$ cat config.mk
export PLATFORM = sky130hd
export DESIGN_NAME = checkpoint_monitor
export DESIGN_NICKNAME = d
export VERILOG_FILES = /design/src/rtl/checkpoint_monitor.sv
export SDC_FILE = /design/constraint.sdc
export NUM_CORES = 1
export LEC_CHECK = 0
export ABC_AREA = 1
export BUFFER_PORTS_ARGS = -buffer_cell sky130_fd_sc_hd__buf_4
export CAP_MARGIN = 10
export CORE_MARGIN = 2
export CORE_UTILIZATION = 55
export DETAILED_ROUTE_END_ITERATION = 12
export HOLD_SLACK_MARGIN = 0.08
export PLACE_DENSITY = 0.78
export RECOVER_POWER = 50
export SETUP_SLACK_MARGIN = 0.05
export SYNTH_ARGS = -nofsm -noshare
export SYNTH_HDL_FRONTEND = slang
export SYNTH_SLANG_ARGS = --single-unit
$ cat constraint.sdc
create_clock -name clock -period 1.9 [get_ports clock]
set_input_delay 0.095 -clock clock [delete_from_list [all_inputs] [get_ports clock]]
set_output_delay 0.095 -clock clock [all_outputs]
set_load 0.01 [all_outputs]
$ cat src/rtl/checkpoint_monitor.sv
`default_nettype none
// +----------------------------------------------------------------------------+
// | Module  : checkpoint_monitor                                               |
// | Purpose : Filters a pad-driven progress code and sequences the firmware     |
// |           start/fail/pass checkpoints into a pass/fail/timeout verdict.     |
// |           Define CHKMON_TIMEOUT_EN to build the progress watchdog.          |
// | Revision: 1.0 - initial release                                            |
// +----------------------------------------------------------------------------+
module checkpoint_monitor #(
    parameter int CODE_W      = 4,
    parameter int START_CODE  = 5,
    parameter int END_CODE    = 13,
    parameter int SYNC_STAGES = 2,
    parameter int STABLE_CYC  = 4,
    parameter int TIMEOUT_CYC = 25000,
    parameter int TMO_W       = 16,
    parameter int CNT_W       = 4
) (
    input  logic              clock,
    input  logic              resetb,
    input  logic              clear,
    input  logic [CODE_W-1:0] code_in,
    output logic [2:0]        state,
    output logic              running,
    output logic              done,
    output logic              pass,
    output logic              fail,
    output logic              timeout,
    output logic [CNT_W-1:0]  chk_count,
    output logic [CODE_W-1:0] last_code,
    output logic [CODE_W-1:0] fail_code,
    output logic              event_pulse
);

    typedef enum logic [2:0] {
        S_IDLE    = 3'd0,
        S_RUN     = 3'd1,
        S_PASS    = 3'd2,
        S_FAIL    = 3'd3,
        S_TIMEOUT = 3'd4
    } state_t;

    localparam int                 STB_W   = $clog2(STABLE_CYC + 1);
    localparam int                 EXP_W   = CODE_W + CNT_W + 2;
    localparam logic [STB_W-1:0]   C_STB   = STB_W'(STABLE_CYC);
    localparam logic [CODE_W-1:0]  C_START = CODE_W'(START_CODE);

    if (SYNC_STAGES < 2) begin : g_bad_sync
        $error("SYNC_STAGES must be at least 2");
    end
    if (STABLE_CYC < 1) begin : g_bad_stable
        $error("STABLE_CYC must be at least 1");
    end
    if ((END_CODE - START_CODE) < 2 || ((END_CODE - START_CODE) % 2) != 0) begin : g_bad_span
        $error("END_CODE-START_CODE must be even and at least 2");
    end
    if (END_CODE >= (1 << CODE_W)) begin : g_bad_end
        $error("END_CODE does not fit in CODE_W bits");
    end
    if (TIMEOUT_CYC < 1 || TIMEOUT_CYC >= (1 << TMO_W)) begin : g_bad_tmo
        $error("TIMEOUT_CYC must be in 1 .. 2**TMO_W-1");
    end
    if (((END_CODE - START_CODE) / 2) >= (1 << CNT_W)) begin : g_bad_cnt
        $error("CNT_W too narrow for the checkpoint count");
    end

    logic [CODE_W-1:0] r_sync [SYNC_STAGES];
    logic [STB_W-1:0]  r_stb;
    logic [STB_W-1:0]  w_stb;
    logic              w_load;
    logic [CODE_W-1:0] r_acc;
    logic              r_evt;

    state_t            r_state, w_state;
    logic [CNT_W-1:0]  r_chk, w_chk;
    logic [CODE_W-1:0] r_last, w_last;
    logic [CODE_W-1:0] r_fcode, w_fcode;
    logic              w_pulse;
    logic              r_pulse, r_running, r_done, r_pass, r_fail;
    logic [EXP_W-1:0]  w_exp_pass;

`ifdef CHKMON_TIMEOUT_EN
    localparam logic [TMO_W-1:0] C_TMO_LAST = TMO_W'(TIMEOUT_CYC - 1);
    logic [TMO_W-1:0] r_wdog;
    logic             r_timeout;
    logic             w_expire;
`endif

    // The edge that loads a new value into the last sync stage counts as the
    // first stable sample, so acc loads after STABLE_CYC identical edges.
    always_comb begin
        if (r_sync[SYNC_STAGES-2] != r_sync[SYNC_STAGES-1]) begin
            w_stb = STB_W'(1);
        end else if (r_stb != C_STB) begin
            w_stb = r_stb + STB_W'(1);
        end else begin
            w_stb = r_stb;
        end
    end

    assign w_load = (w_stb == C_STB);

    always_ff @(posedge clock) begin
        if (!resetb) begin
            for (int i = 0; i < SYNC_STAGES; i++) begin
                r_sync[i] <= '0;
            end
            r_stb <= '0;
            r_acc <= '0;
            r_evt <= 1'b0;
        end else begin
            r_sync[0] <= code_in;
            for (int i = 1; i < SYNC_STAGES; i++) begin
                r_sync[i] <= r_sync[i-1];
            end
            r_stb <= w_stb;
            if (w_load) begin
                r_acc <= r_sync[SYNC_STAGES-2];
            end
            r_evt <= w_load && (r_sync[SYNC_STAGES-2] != r_acc);
        end
    end

    assign w_exp_pass = EXP_W'(START_CODE + 2) + EXP_W'({r_chk, 1'b0});

    always_comb begin
        w_state = r_state;
        w_chk   = r_chk;
        w_last  = r_last;
        w_fcode = r_fcode;
        w_pulse = 1'b0;
        if (clear) begin
            w_state = S_IDLE;
            w_chk   = '0;
            w_last  = '0;
            w_fcode = '0;
        end else begin
            case (r_state)
                S_IDLE: begin
                    if (r_evt) begin
                        w_pulse = 1'b1;
                        w_last  = r_acc;
                        if (r_acc == C_START) begin
                            w_state = S_RUN;
                            w_chk   = '0;
                        end
                    end
                end
                S_RUN: begin
                    if (r_evt) begin
                        w_pulse = 1'b1;
                        w_last  = r_acc;
                        if (EXP_W'(r_acc) == w_exp_pass) begin
                            w_chk = r_chk + CNT_W'(1);
                            if (w_exp_pass == EXP_W'(END_CODE)) begin
                                w_state = S_PASS;
                            end
                        end else begin
                            w_state = S_FAIL;
                            w_fcode = r_acc;
                        end
                    end
`ifdef CHKMON_TIMEOUT_EN
                    else if (w_expire) begin
                        w_state = S_TIMEOUT;
                    end
`endif
                end
                default: begin
                end
            endcase
        end
    end

    always_ff @(posedge clock) begin
        if (!resetb) begin
            r_state   <= S_IDLE;
            r_chk     <= '0;
            r_last    <= '0;
            r_fcode   <= '0;
            r_pulse   <= 1'b0;
            r_running <= 1'b0;
            r_done    <= 1'b0;
            r_pass    <= 1'b0;
            r_fail    <= 1'b0;
        end else begin
            r_state   <= w_state;
            r_chk     <= w_chk;
            r_last    <= w_last;
            r_fcode   <= w_fcode;
            r_pulse   <= w_pulse;
            r_running <= (w_state == S_RUN);
            r_done    <= (w_state == S_PASS) || (w_state == S_FAIL) || (w_state == S_TIMEOUT);
            r_pass    <= (w_state == S_PASS);
            r_fail    <= (w_state == S_FAIL);
        end
    end

`ifdef CHKMON_TIMEOUT_EN
    // Any event in RUN either passes a checkpoint or leaves RUN, so it clears.
    always_ff @(posedge clock) begin
        if (!resetb || clear || r_state != S_RUN || r_evt) begin
            r_wdog <= '0;
        end else begin
            r_wdog <= r_wdog + TMO_W'(1);
        end
    end

    always_ff @(posedge clock) begin
        if (!resetb) begin
            r_timeout <= 1'b0;
        end else begin
            r_timeout <= (w_state == S_TIMEOUT);
        end
    end

    assign w_expire = (r_wdog == C_TMO_LAST);
    assign timeout  = r_timeout;
`else
    assign timeout  = 1'b0;
`endif

    assign state       = r_state;
    assign running     = r_running;
    assign done        = r_done;
    assign pass        = r_pass;
    assign fail        = r_fail;
    assign chk_count   = r_chk;
    assign last_code   = r_last;
    assign fail_code   = r_fcode;
    assign event_pulse = r_pulse;

endmodule
`default_nettype wire

Word level (Yosys, flattened, before mapping)
Memory sizes are Yosys's and may differ from the RTL's.
Index checks and enable logic that the tools add are counted.
{ "totals": {"word_cells": 67, "mem_bits_rw": 8, "out_inout_bits": 21, "mem_count": 1, "inputBits": 7, "ff_bits": 28} }
{ "mem_list": {"columns": ["name", "depth", "word_bits", "rd", "rd_clocked_by_memory_dff", "wr", "line", "source"], "rows": [
  ["r_sync", 2, 4, 2, 0, 2, "67", "logic [CODE_W-1:0] r_sync [SYNC_STAGES];"]
]} }
{ "op_classes": {"muxes": 19, "eq_ne": 16, "n_reduce_logical": 11, "n_addsub": 3, "n_bitwise": 5} }
{ "ops": {"columns": ["op", "n"], "rows": [
  ["$mux W3", 8],
  ["$mux W4", 6],
  ["$ne A2 B2 Y1 const B", 4],
  ["$ne A4 B4 Y1", 2],
  ["$pmux W4 S2", 1],
  ["$add A3 B5 Y6 const A", 1],
  ["$eq A3 B1 Y1 const B", 2],
  ["$eq A3 B2 Y1 const B", 2],
  ["$eq A3 B3 Y1 const B", 2],
  ["$eq A4 B6 Y1", 1],
  ["$eq A6 B4 Y1 const B", 1],
  ["$pmux W3 S2", 1],
  ["$reduce_and A5 Y1", 1],
  ["$add A4 B1 Y4 const B", 1],
  ["$eq A4 B3 Y1 const B", 1],
  ["$reduce_or A2 Y1", 2],
  ["$add A3 B1 Y3 const B", 1],
  ["$logic_not A3 Y1", 1],
  ["$mux W1", 3],
  ["$ne A3 B3 Y1 const B", 1],
  ["$not A1 Y1", 3],
  ["$reduce_and A3 Y1", 1],
  ["$reduce_or A3 Y1", 1],
  ["$logic_or A1 B1 Y1", 2],
  ["4 further kinds", 5]
]} }

Longest topological paths before layout
Gate-level depths: netlist of the first run.
{ "logic_depth": {"ltp_word": 10, "depth_mapped": 12, "mapped_depth_nobuf": 12} }

Least setup slack after synthesis of the first run
OpenSTA, ideal clock, no wires.
{ "synth_path": {"path_kind": "flip-flop to flip-flop", "startpoint": "register r_chk[0], in the netlist chk_count[0]", "endpoint": "register r_chk[1], in the netlist chk_count[1]", "period_less_slack_ns": 1.695, "setup_time_ns": 0.115, "path_buffers": 0, "arrival_time_ns": 1.580, "t_required_ns": 1.785, "path_stages_with_launch": 12, "slack_ns": 0.205, "path_cell_list": "dfxtp_1 -> inv_1 -> ha_1 -> inv_1 -> nand2_1 -> nand2_1 -> nor2_2 -> nand3_4 -> nand2_2 -> nand2_2 -> o21bai_1 -> nor2_1"} }
{ "synth_between": {"elab_chain_cells": 4, "elab_cells_between_ends": 8, "cone_classes": "2 x add/sub; 2 x eq/ne; 3 x mux; 1 x reduce/logical"} }
{ "synth_lines": {"columns": ["item", "line", "source"], "rows": [
  ["start, declared", "75", "logic [CNT_W-1:0] r_chk, w_chk;"],
  ["start signal, assigned", "188", "r_chk <= w_chk;"],
  ["$add A3 B5 Y6 or $add A4 B1 Y4 (tied branches)", "124, 154", null],
  ["$eq A4 B6 Y1 or $mux W4 (tied branches)", "153", "if (EXP_W'(r_acc) == w_exp_pass) begin"],
  ["$ne A2 B2 Y1 (no source line) or $mux W4 (tied branches)", null, null],
  ["$reduce_and A5 Y1 (no source line) or $pmux W4 S2 (tied branches)", null, null]
]} }
Several ways; a longest one is shown, not always the timed one. The select of a mux whose other input is x is not followed.
A chain may end at the register's enable or synchronous reset.

Worst setup path after layout of the first run
{ "layout_path": {"startpoint": "register r_stb[0]", "endpoint": "register r_acc[3] (read register of r_sync)"} }
{ "layout_between": {"elab_chain_cells": 4, "elab_cells_between_ends": 5, "cone_classes": "1 x add/sub; 2 x eq/ne; 2 x mux"} }
{ "layout_lines": {"columns": ["item", "line", "source"], "rows": [
  ["start, declared", "68", "logic [STB_W-1:0] r_stb;"],
  ["start signal, assigned", "116", "r_stb <= w_stb;"],
  ["$add A3 B1 Y3 or $ne A3 B3 Y1 (tied branches)", "95, 94", null],
  ["$mux W3 (*)", "94", "end else if (r_stb != C_STB) begin"],
  ["$mux W3 (*)", "92", "if (r_sync[SYNC_STAGES-2] != r_sync[SYNC_STAGES-1]) begin"],
  ["$eq A3 B3 Y1 (*)", "101", "assign w_load = (w_stb == C_STB);"],
  ["end, declared", "71", "logic [CODE_W-1:0] r_acc;"]
]} }
Mark *: on every way between the ends. The rest lies on a longest branch, timed or not.

==> out/qor.txt, run 1 <==
status = completed
Seq/Total Area, Yosys = 43.3%
Initial Utilization = 59.4%
vias in the first global route = 1359
Max Cap Viol = 0
post-synth top area share = 43.3%
post-layout minimum cycle time = 1.67 ns
CTS buffer count = 5
NumNets Final = 275
Worst EP required = 2.15 ns
Static Leak = 0.893 nW
Die Y-Extent = 59.0 um
ys flop type = dfxtp_1
hold crit path type = flop to flop
Mapped Cells = 222
die width = 59.0 um
Critical Path, Cell by Cell = inv_2 -> ha_1 -> nand2_1 -> xor2_1 -> inv_1 -> or2_2 -> nor2_2 -> inv_2 -> nor2_1 -> nor2_1
top sig layer = met4
number of top-level pins = 28
r2r startpoint = r_stb[0]$_SDFF_PN0_
CORE AREA = 0.00281 mm2
Worst Setup SP = r_stb[0]$_SDFF_PN0_
Post-synth EDFFs = 0
Cell variety after synth = 28
Rel. slew slack = 57.7%
CP Launch Type = flop
Worst setup EP type = flop
grt total ovfl = 0
Area contributors post-synth = dfxtp_1 (43%), nand2_1 (9.7%), nor2_1 (6.5%), inv_1 (5.6%), nand3_1 (4.5%)
Commonest cells post-synth = nand2_1 (43), dfxtp_1 (36), nor2_1 (29)
Core Rows = 19
initial antenna violation count = 0
worst vdd ir = 0.574 mV
met3 wire len = 169 um
Syn Area/Cell = 7.50 um2
die footprint = 0.00348 mm2
power per cell area = 644 mW/mm2
GRT Util Overall = 21.9%
PortBufs = 26
reg2reg end = r_acc[3]$_SDFFE_PN0P_
CTS clock-pin slew for the worst setup and hold paths = 0.11 ns
synthesized net count = 233
H-tree depth = 2
Crit Path Class = flop to flop
Core Util, Final = 71.8%
Post-synth ARST share = 0%
Clk Latency, worst-skew pair = 0.35 ns
Inserted Diodes = 0
Slew Viols, Final = 0
CTS tree = yes
global-route wire length before repair = 5750 um
reg2reg path depth = 10
Avg WL per Cell = 11.8 um
Via density = 5.01
final hold vios = 0
DRT met1 WL = 1450 um
area leader, netlist = dfxtp_1
global placement routability congestion = 0.875
Area Overhead vs Synth = 20.9%
setup violators final = 0
most common cell in the netlist = nand2_1
skew final = 0.00509 ns
worst-path fanout max = 5
root buf cell = clkbuf_4
Vias = 1482
DP HPWL = 2400 um
Clock Sinks = 36
unrepaired setup endpoints after global routing = no
CP arrival = 1.92 ns
Clock Path Buffers = 2
Worst-Margin Slew = 0.634 ns
fin crit share = 87.9%
DR pass1 iterations = 4
Iteration-0 DRC Markers = 81
fmax = 599 MHz
largest net degree at the start of global routing = 17
DRC Markers = 0
share of cells above drive strength 1 = 15.8%
WL final = 3490 um
number of routed nets with antenna violations = 0
post-synthesis cell area = 0.00167 mm2
Crit-path slowest cell = dfxtp_1
synthesis-stage register bit count = 36
setup TNS = 0 ns
CP peak stage delay = 0.36 ns
FF-to-FF setup slack = 0.23 ns
met2 WL post-DR = 1800 um
crit path to = r_acc[3]$_SDFFE_PN0P_
yosys warns = 0
-- timing repair --
item,in CTS,in global routing
endpoints found under the setup margin,0,10
buffers inserted,0,1
hold buffers,10,0
endpoints found under the hold margin,21,0
gates resized for setup,0,6
-- cell usage in the layout (no fill, tap or decap), types with 5 or more instances in the layout --
master / instances
buf_4: 8
nand2_1: 43
dlygate4sd3_1: 10
dfxtp_1: 35
xor2_1: 5
nand3_1: 15
xnor2_1: 5
inv_1: 25
clkbuf_4: 5
a21oi_1: 13
clkbuf_1: 20
nor2_1: 29
inv_2: 9
o21ai_0: 11
-- worst min-delay path by stage --
stage,from,end,cells after the start
after global placement,code_in[3],r_sync[0][3]$_SDFF_PN0_,3
after CTS,fail_code[3]$_SDFFE_PP0P_,fail_code[3]$_SDFFE_PP0P_,2
after floorplan,code_in[0],r_sync[0][0]$_SDFF_PN0_,2
final,fail_code[3]$_SDFFE_PP0P_,fail_code[3]$_SDFFE_PP0P_,2
after global routing,fail_code[0]$_SDFFE_PP0P_,fail_code[0]$_SDFFE_PP0P_,2
after detailed placement,code_in[3],r_sync[0][3]$_SDFF_PN0_,3
-- worst max-delay path: cells and delay by family, from the launching register on --
kind / cells / cell delay [ns]
buffers and inverters: 3 / 0.19
AND/OR/NAND/NOR: 5 / 0.69
adder cells (fa/ha/maj): 1 / 0.19
flip-flops: 1 / 0.36
XOR/XNOR: 1 / 0.14
-- registers in the layout, summed over array words and instances (netlist names), 3 cells and up --
signal,cells
fail_code,4
chk_count,4
state,3
r_sync,8
last_code,4
r_stb,3
r_acc,4
-- cell families after synthesis --
kind of cell | Yosys count | share of synthesized area [%]
and+or+nand+nor | 107 | 30.8
buffers and inverters | 37 | 9.02
DFF | 36 | 43.3
AOI/OAI and AO/OA | 27 | 8.41
xor gates and xnor gates | 10 | 5.26
adders and majority gates | 4 | 3.01
other | 1 | 0.225
-- layout make-up --
class                           instances  area [um2]
Multi-Input combinational cell        149         826
Clock buffer                            6        51.3
Sequential cell                        36         724
Fill cell                             252         792
Timing Repair Buffer                   38         235
Inverter                               34         128
Tap cell                               31        38.8
Clock inverter                          2        10.0
-- report_power, final --
| part | switching, mW | internal [mW] | total, mW | leakage (nW) |
|---|---|---|---|---|
| Sequential | 0.0100 | 0.764 | 0.774 | 0.293 |
| Clock | 0.266 | 0.176 | 0.442 | 0.0380 |
| Combinational | 0.0407 | 0.0405 | 0.0812 | 0.562 |
-- layer usage --
| layer | GRT usage [%] | vias up |
|---|---|---|
| met5 | 0 | - |
| met4 | 10.7 | 0 |
| met3 | 4.80 | 8 |
| met2 | 38.1 | 33 |
| met1 | 25.3 | 666 |
| li1 | - | 775 |
-- metrics by stage --
stage                     setup WS (ns)  cell area, um2  instances  hold WS, ns  power (mW)
final                             0.230            2010        296        0.477        1.30
after global routing             0.0546            2010        296        0.509        1.34
after CTS                         0.100            2050        295        0.483        1.30
after floorplan                   0.205            1670        222        0.193       0.836
after global placement            0.196            1880        277        0.276       0.855
after detailed placement          0.122            1880        277        0.282       0.857
(Power assumes the default switching activity.)
==> run 2: changes to the inputs <==
Settings changed: MAX_ROUTING_LAYER set to met4, RECOVER_POWER 50 to 100.
==> run 2 against run 1 <==
- critical path depth did not move
- sequential cell count did not move
- via count rose by 0.40%
- hold slack got worse by 0.00088 ns
- critical endpoint unchanged
==> out/qor.txt, run 2 (synthesized netlist as in run 1, its figures left out) <==
status = completed
WHS Path Cells = 2 (unchanged)
Initial Utilization = 59.4% (unchanged)
Worst-Margin Slew = 0.639 ns (+0.00429 ns)
combinational power share = 6.3% (about the same)
Area Overhead vs Synth = 20.6%
Clock Path Buffers = 2 (unchanged)
fmax = 588 MHz (-1.9%)
hold crit path type = flop to flop
setup TNS = 0 ns (unchanged)
Core Rows = 19 (unchanged)
CP peak stage delay = 0.35 ns (about the same)
Non-Filler Instances = 296 (unchanged)
post-placement cell area = 0.00188 mm2 (unchanged)
Static Leak = 0.893 nW (about the same)
CORE AREA = 0.00281 mm2 (unchanged)
Iteration-0 DRC Markers = 84 (+3.7%)
number of routed nets with antenna violations = 0 (unchanged)
Fillers = 253 (+0.40%)
root buf cell = clkbuf_4
Avg WL per Cell = 11.7 um (-0.86%)
worst path bufs/invs = 3 (unchanged)
setup violators final = 0 (unchanged)
Sequential Power Share = 59.8% (about the same)
Worst Setup SP = r_stb[0]$_SDFF_PN0_
Crit Path Class = flop to flop
hold_sp = fail_code[3]$_SDFFE_PP0P_
Internal = 981 uW (about the same)
die footprint = 0.00348 mm2 (unchanged)
DRC Markers = 0 (unchanged)
Net Sw Power = 314 uW (-0.78%)
skew final = 0.00718 ns (+0.00209 ns)
post-layout minimum cycle time = 1.70 ns (+0.0324 ns)
Max Cap Viol = 0 (unchanged)
final hold vios = 0 (unchanged)
DP Cell Count = 277 (unchanged)
Core Util, Final = 71.6% (-0.18 points)
unrepaired setup endpoints after global routing = no
CTS clock-pin slew for the worst setup and hold paths = 0.11 ns (about the same)
Worst EP required = 2.15 ns (about the same)
Critical Path, Cell by Cell = inv_1 -> ha_1 -> nand2_1 -> xor2_1 -> inv_1 -> or2_2 -> nor2_2 -> inv_1 -> nor2_1 -> nor2_1
CP arrival = 1.95 ns (+0.03 ns)
PortBufs = 26 (unchanged)
CTS buffer count = 5 (unchanged)
number of top-level pins = 28 (unchanged)
most frequent CP cell = inv_1
Slew Viols, Final = 0 (unchanged)
r2r startpoint = r_stb[0]$_SDFF_PN0_
Crit-path slowest cell = dfxtp_1
DR pass1 iterations = 4 (unchanged)
DP HPWL = 2400 um (unchanged)
grt total ovfl = 0 (unchanged)
CP delay by family, top = simple AND/OR/NAND/NOR gates
fin crit share = 89.6% (+1.7 points)
worst-path fanout max = 5 (unchanged)
number of flip-flops in the largest register = 8 (unchanged)
Clk Latency, worst-skew pair = 0.35 ns (about the same)
reg2reg path depth = 10 (unchanged)
Clock Sinks = 36 (unchanged)
Vias = 1488 (+0.40%)
Final Power = 1.29 mW (-0.19%)
vias in the first global route = 1363 (+0.29%)
share of cells above drive strength 1 = 14.7% (-1.1 points)
Min Hold Slack = 0.476 ns (-0.000880 ns)
worst vdd ir = 0.569 mV (-0.88%)
pre-CTS setup slack = 0.122 ns (unchanged)
hold-critical path endpoint = fail_code[3]$_SDFFE_PP0P_
cell area after layout = 0.00201 mm2 (-0.25%)
Worst setup EP type = flop
global placement routability congestion = 0.890 (+1.6%)
CTS tree = yes
Via density = 5.03 (+0.40%)
NumNets Final = 275 (unchanged)
FF-to-FF setup slack = 0.20 ns (-0.03 ns)
Rel. slew slack = 57.4% (-0.29 points)
Inserted Diodes = 0 (unchanged)
GRT Util Overall = 22.6% (+0.65 points)
WL final = 3460 um (-0.86%)
commonest non-fill, non-tap cell in the layout = nand2_1
fin worst setup slack = 0.198 ns (-0.0324 ns)
Die Y-Extent = 59.0 um (unchanged)
Sw Ratio = 24.3% (-0.14 points)
CP Launch Type = flop
initial antenna violation count = 0 (unchanged)
commonest cells after routing, fill and taps aside = nand2_1 (43), dfxtp_1 (35), nor2_1 (29), inv_1 (27), clkbuf_1 (20)
Largest Register = r_sync
power per cell area = 645 mW/mm2 (about the same)
global-route wire length before repair = 5760 um (+0.12%)
clock share of power = 34.0% (about the same)
H-tree depth = 2 (unchanged)
largest net degree at the start of global routing = 17 (unchanged)
reg2reg end = r_acc[3]$_SDFFE_PN0P_
die width = 59.0 um (unchanged)
[run 2: cell count changes in the layout (fill, tap and decap cells not counted)]
cell     change
inv_1        +2
nand3_2      -1
nand3_1      +1
inv_2        -2
[run 2: area by class of cell]
class / instances / area, um2 / area share, %
Clock buffer: 6 / 51.3 / 2.55
Clock inverter: 2 / 10.0 / 0.498
Inverter: 34 / 128 / 6.36
Multi-Input combinational cell: 149 / 821 / 40.9
Sequential cell: 36 / 724 / 36.1
Tap cell: 31 / 38.8 / 1.93
Timing Repair Buffer: 38 / 235 / 11.7
[run 2: how the worst max path moves through the flow]
stage	cells past startpoint	end	slack, ns
final	10	r_acc[3]$_SDFFE_PN0P_	0.20
after floorplan	11	chk_count[1]$_SDFFE_PP0P_	0.21
after detailed placement	11	chk_count[1]$_SDFFE_PP0P_	0.12
after CTS	11	chk_count[1]$_SDFFE_PP0P_	0.10
after global placement	11	chk_count[1]$_SDFFE_PP0P_	0.20
after global routing	9	pass$_SDFF_PN0_	0.04
[run 2: worst min-delay path: stages (launching register included)]
cell and delay, ns:
dfxtp_1 0.33, nand2_1 0.06, a21oi_1 0.05
[run 2: metal layers]
layer | global-route usage [%] | up-vias | wire, um
met5 | - | - | 0
met4 | 10.7 | 0 | 84
met3 | 4.80 | 8 | 162
met2 | 38.1 | 38 | 1770
met1 | 25.3 | 668 | 1440
li1 | - | 774 | -
[run 2: repair_timing]
item | 4_1_cts | 5_1_grt
buffers inserted | 0 | 1
setup endpoints to repair | 0 | 10
hold buffers | 10 | 0
hold endpoints to repair | 21 | 0
gates resized for setup | 0 | 6
[run 2: power groups by stage]
stage	combinational [mW]	sequential, mW	clock (mW)
2_1_floorplan	0.0450	0.791	0
3_3_place_gp	0.0625	0.792	0
3_5_place_dp	0.0644	0.793	0
4_1_cts	0.0805	0.776	0.445
5_1_grt	0.0909	0.775	0.475
6_report	0.0809	0.774	0.440
==> run 3: changes to the inputs <==
Settings changed: RECOVER_POWER 100 to 25.
==> run 3 against run 2 <==
- routed wire length about the same
- first-iteration DRC count increased by 1.2%
- hold slack improved by 0.00078 ns
- sequential cell count unchanged
- via count decreased by 0.40%
- clock power about the same
- critical endpoint unchanged
==> out/qor.txt, run 3 (synthesized netlist as in run 1, its figures left out) <==
status = completed
Rel. slew slack = 57.5% (+0.11 points)
die width = 59.0 um (unchanged)
Slew Viols, Final = 0 (unchanged)
Core Util, Final = 73.0% (+1.4 points)
DRC Markers = 0 (unchanged)
Clock Sinks = 36 (unchanged)
commonest non-fill, non-tap cell in the layout = nand2_1
skew final = 0.00989 ns (+0.00271 ns)
Critical Path, Cell by Cell = inv_2 -> ha_1 -> nand2_1 -> xor2_1 -> inv_1 -> or2_2 -> nor2_2 -> inv_2 -> nor2_1 -> nor2_1
number of top-level pins = 28 (unchanged)
Crit-path slowest cell = dfxtp_1
DP HPWL = 2400 um (unchanged)
worst-path fanout max = 5 (unchanged)
NumNets Final = 275 (unchanged)
CP Launch Type = flop
CP delay by family, top = simple AND/OR/NAND/NOR gates
area occupied by multi-input gates = 826 um2 (+0.61%)
power per cell area = 633 mW/mm2 (-1.8%)
initial antenna violation count = 0 (unchanged)
Clk Latency, worst-skew pair = 0.35 ns (about the same)
Crit Path Class = flop to flop
CTS tree = yes
CTS clock-pin slew for the worst setup and hold paths = 0.11 ns (about the same)
Iteration-0 DRC Markers = 85 (+1.2%)
worst vdd ir = 0.570 mV (+0.21%)
WL final = 3460 um (about the same)
DR pass1 iterations = 5 (+1)
CP peak stage delay = 0.36 ns (about the same)
grt total ovfl = 0 (unchanged)
root buf cell = clkbuf_4
CP arrival = 1.91 ns (-0.04 ns)
CTS buffer count = 5 (unchanged)
fin crit share = 87.8% (-1.7 points)
Inserted Diodes = 0 (unchanged)
H-tree depth = 2 (unchanged)
PortBufs = 26 (unchanged)
setup TNS = 0 ns (unchanged)
cell area after layout = 0.00205 mm2 (+1.9%)
Core Rows = 19 (unchanged)
global placement routability congestion = 0.890 (unchanged)
Largest Register = r_sync
unrepaired setup endpoints after global routing = no
Fillers = 241 (-4.7%)
post-layout minimum cycle time = 1.67 ns (-0.0331 ns)
Min Hold Slack = 0.477 ns (+0.000779 ns)
hold crit path type = flop to flop
largest net degree at the start of global routing = 17 (unchanged)
vias in the first global route = 1363 (unchanged)
Initial Utilization = 59.4% (unchanged)
final hold vios = 0 (unchanged)
Clock Path Buffers = 2 (unchanged)
Avg WL per Cell = 11.7 um (about the same)
setup violators final = 0 (unchanged)
Die Y-Extent = 59.0 um (unchanged)
Static Leak = 0.931 nW (+4.3%)
number of routed nets with antenna violations = 0 (unchanged)
Worst setup EP type = flop
number of flip-flops in the largest register = 8 (unchanged)
Via density = 5.01 (-0.40%)
Max Cap Viol = 0 (unchanged)
GRT Util Overall = 22.6% (unchanged)
share of cells above drive strength 1 = 19.2% (+4.5 points)
commonest cells after routing, fill and taps aside = nand2_1 (43), dfxtp_1 (35), nor2_1 (29), inv_1 (25), buf_4 (17)
CORE AREA = 0.00281 mm2 (unchanged)
global-route wire length before repair = 5760 um (unchanged)
Area Overhead vs Synth = 22.9%
Final Power = 1.30 mW (about the same)
FF/Latch Area = 724 um2 (unchanged)
Worst-Margin Slew = 0.637 ns (-0.00171 ns)
worst path bufs/invs = 3 (unchanged)
Vias = 1482 (-0.40%)
post-placement cell area = 0.00188 mm2 (unchanged)
die footprint = 0.00348 mm2 (unchanged)
Worst EP required = 2.14 ns (about the same)
fmax = 599 MHz (+2.0%)
-- run 3: changes by cell type in the layout (fill, tap and decap cells not counted), sizes merged --
cell	delta
buf	+9
clkbuf	-9
-- run 3: layout make-up --
cell class	count	area share (%)
Inverter	34	6.23
Clock buffer	6	2.51
Sequential cell	36	35.4
Timing Repair Buffer	38	13.1
Clock inverter	2	0.489
Tap cell	31	1.89
Multi-Input combinational cell	149	40.3
-- run 3: metal layers --
metal / vias up / share of wire [%] / track usage [%]
li1: 774 / - / -
met1: 661 / 41 / 25.3
met2: 39 / 51 / 38.1
met3: 8 / 4.9 / 4.80
met4: 0 / 2.5 / 10.7
met5: - / 0 / -
-- run 3: path summary, 6_finish.rpt --
kind	slack (ns)	start	depth (start not counted)	end
setup / recovery	0.23	r_stb[0]$_SDFF_PN0_	10	r_acc[3]$_SDFFE_PN0P_
hold / removal	0.48	fail_code[3]$_SDFFE_PP0P_	2	fail_code[3]$_SDFFE_PP0P_
setup reg to reg	0.23	r_stb[0]$_SDFF_PN0_	10	r_acc[3]$_SDFFE_PN0P_
hold reg to reg	0.48	fail_code[3]$_SDFFE_PP0P_	2	fail_code[3]$_SDFFE_PP0P_
-- run 3: stage by stage --
step / instances / worst slack, ns
finish: 296 / 0.231
global route: 296 / 0.0547
CTS: 295 / 0.100
detailed placement: 277 / 0.122
global placement: 277 / 0.196
floorplan: 222 / 0.205
-- run 3: repair_timing --
action	4_1_cts	5_1_grt
hold endpoints to repair	21	0
setup endpoints to repair	0	10
hold buffers	10	0
gates resized for setup	0	6
buffers inserted	0	1
-- run 3: worst min-delay path, cell delays in order, from the launching register on --
cell     delay (ns)
dfxtp_1        0.33
nand2_1        0.06
a21oi_1        0.05
-- run 3: power by group --
part	total [mW]	leakage, nW	internal [mW]	switching (mW)
combinational	0.0811	0.600	0.0405	0.0406
sequential	0.774	0.293	0.764	0.0100
clock	0.440	0.0380	0.176	0.264
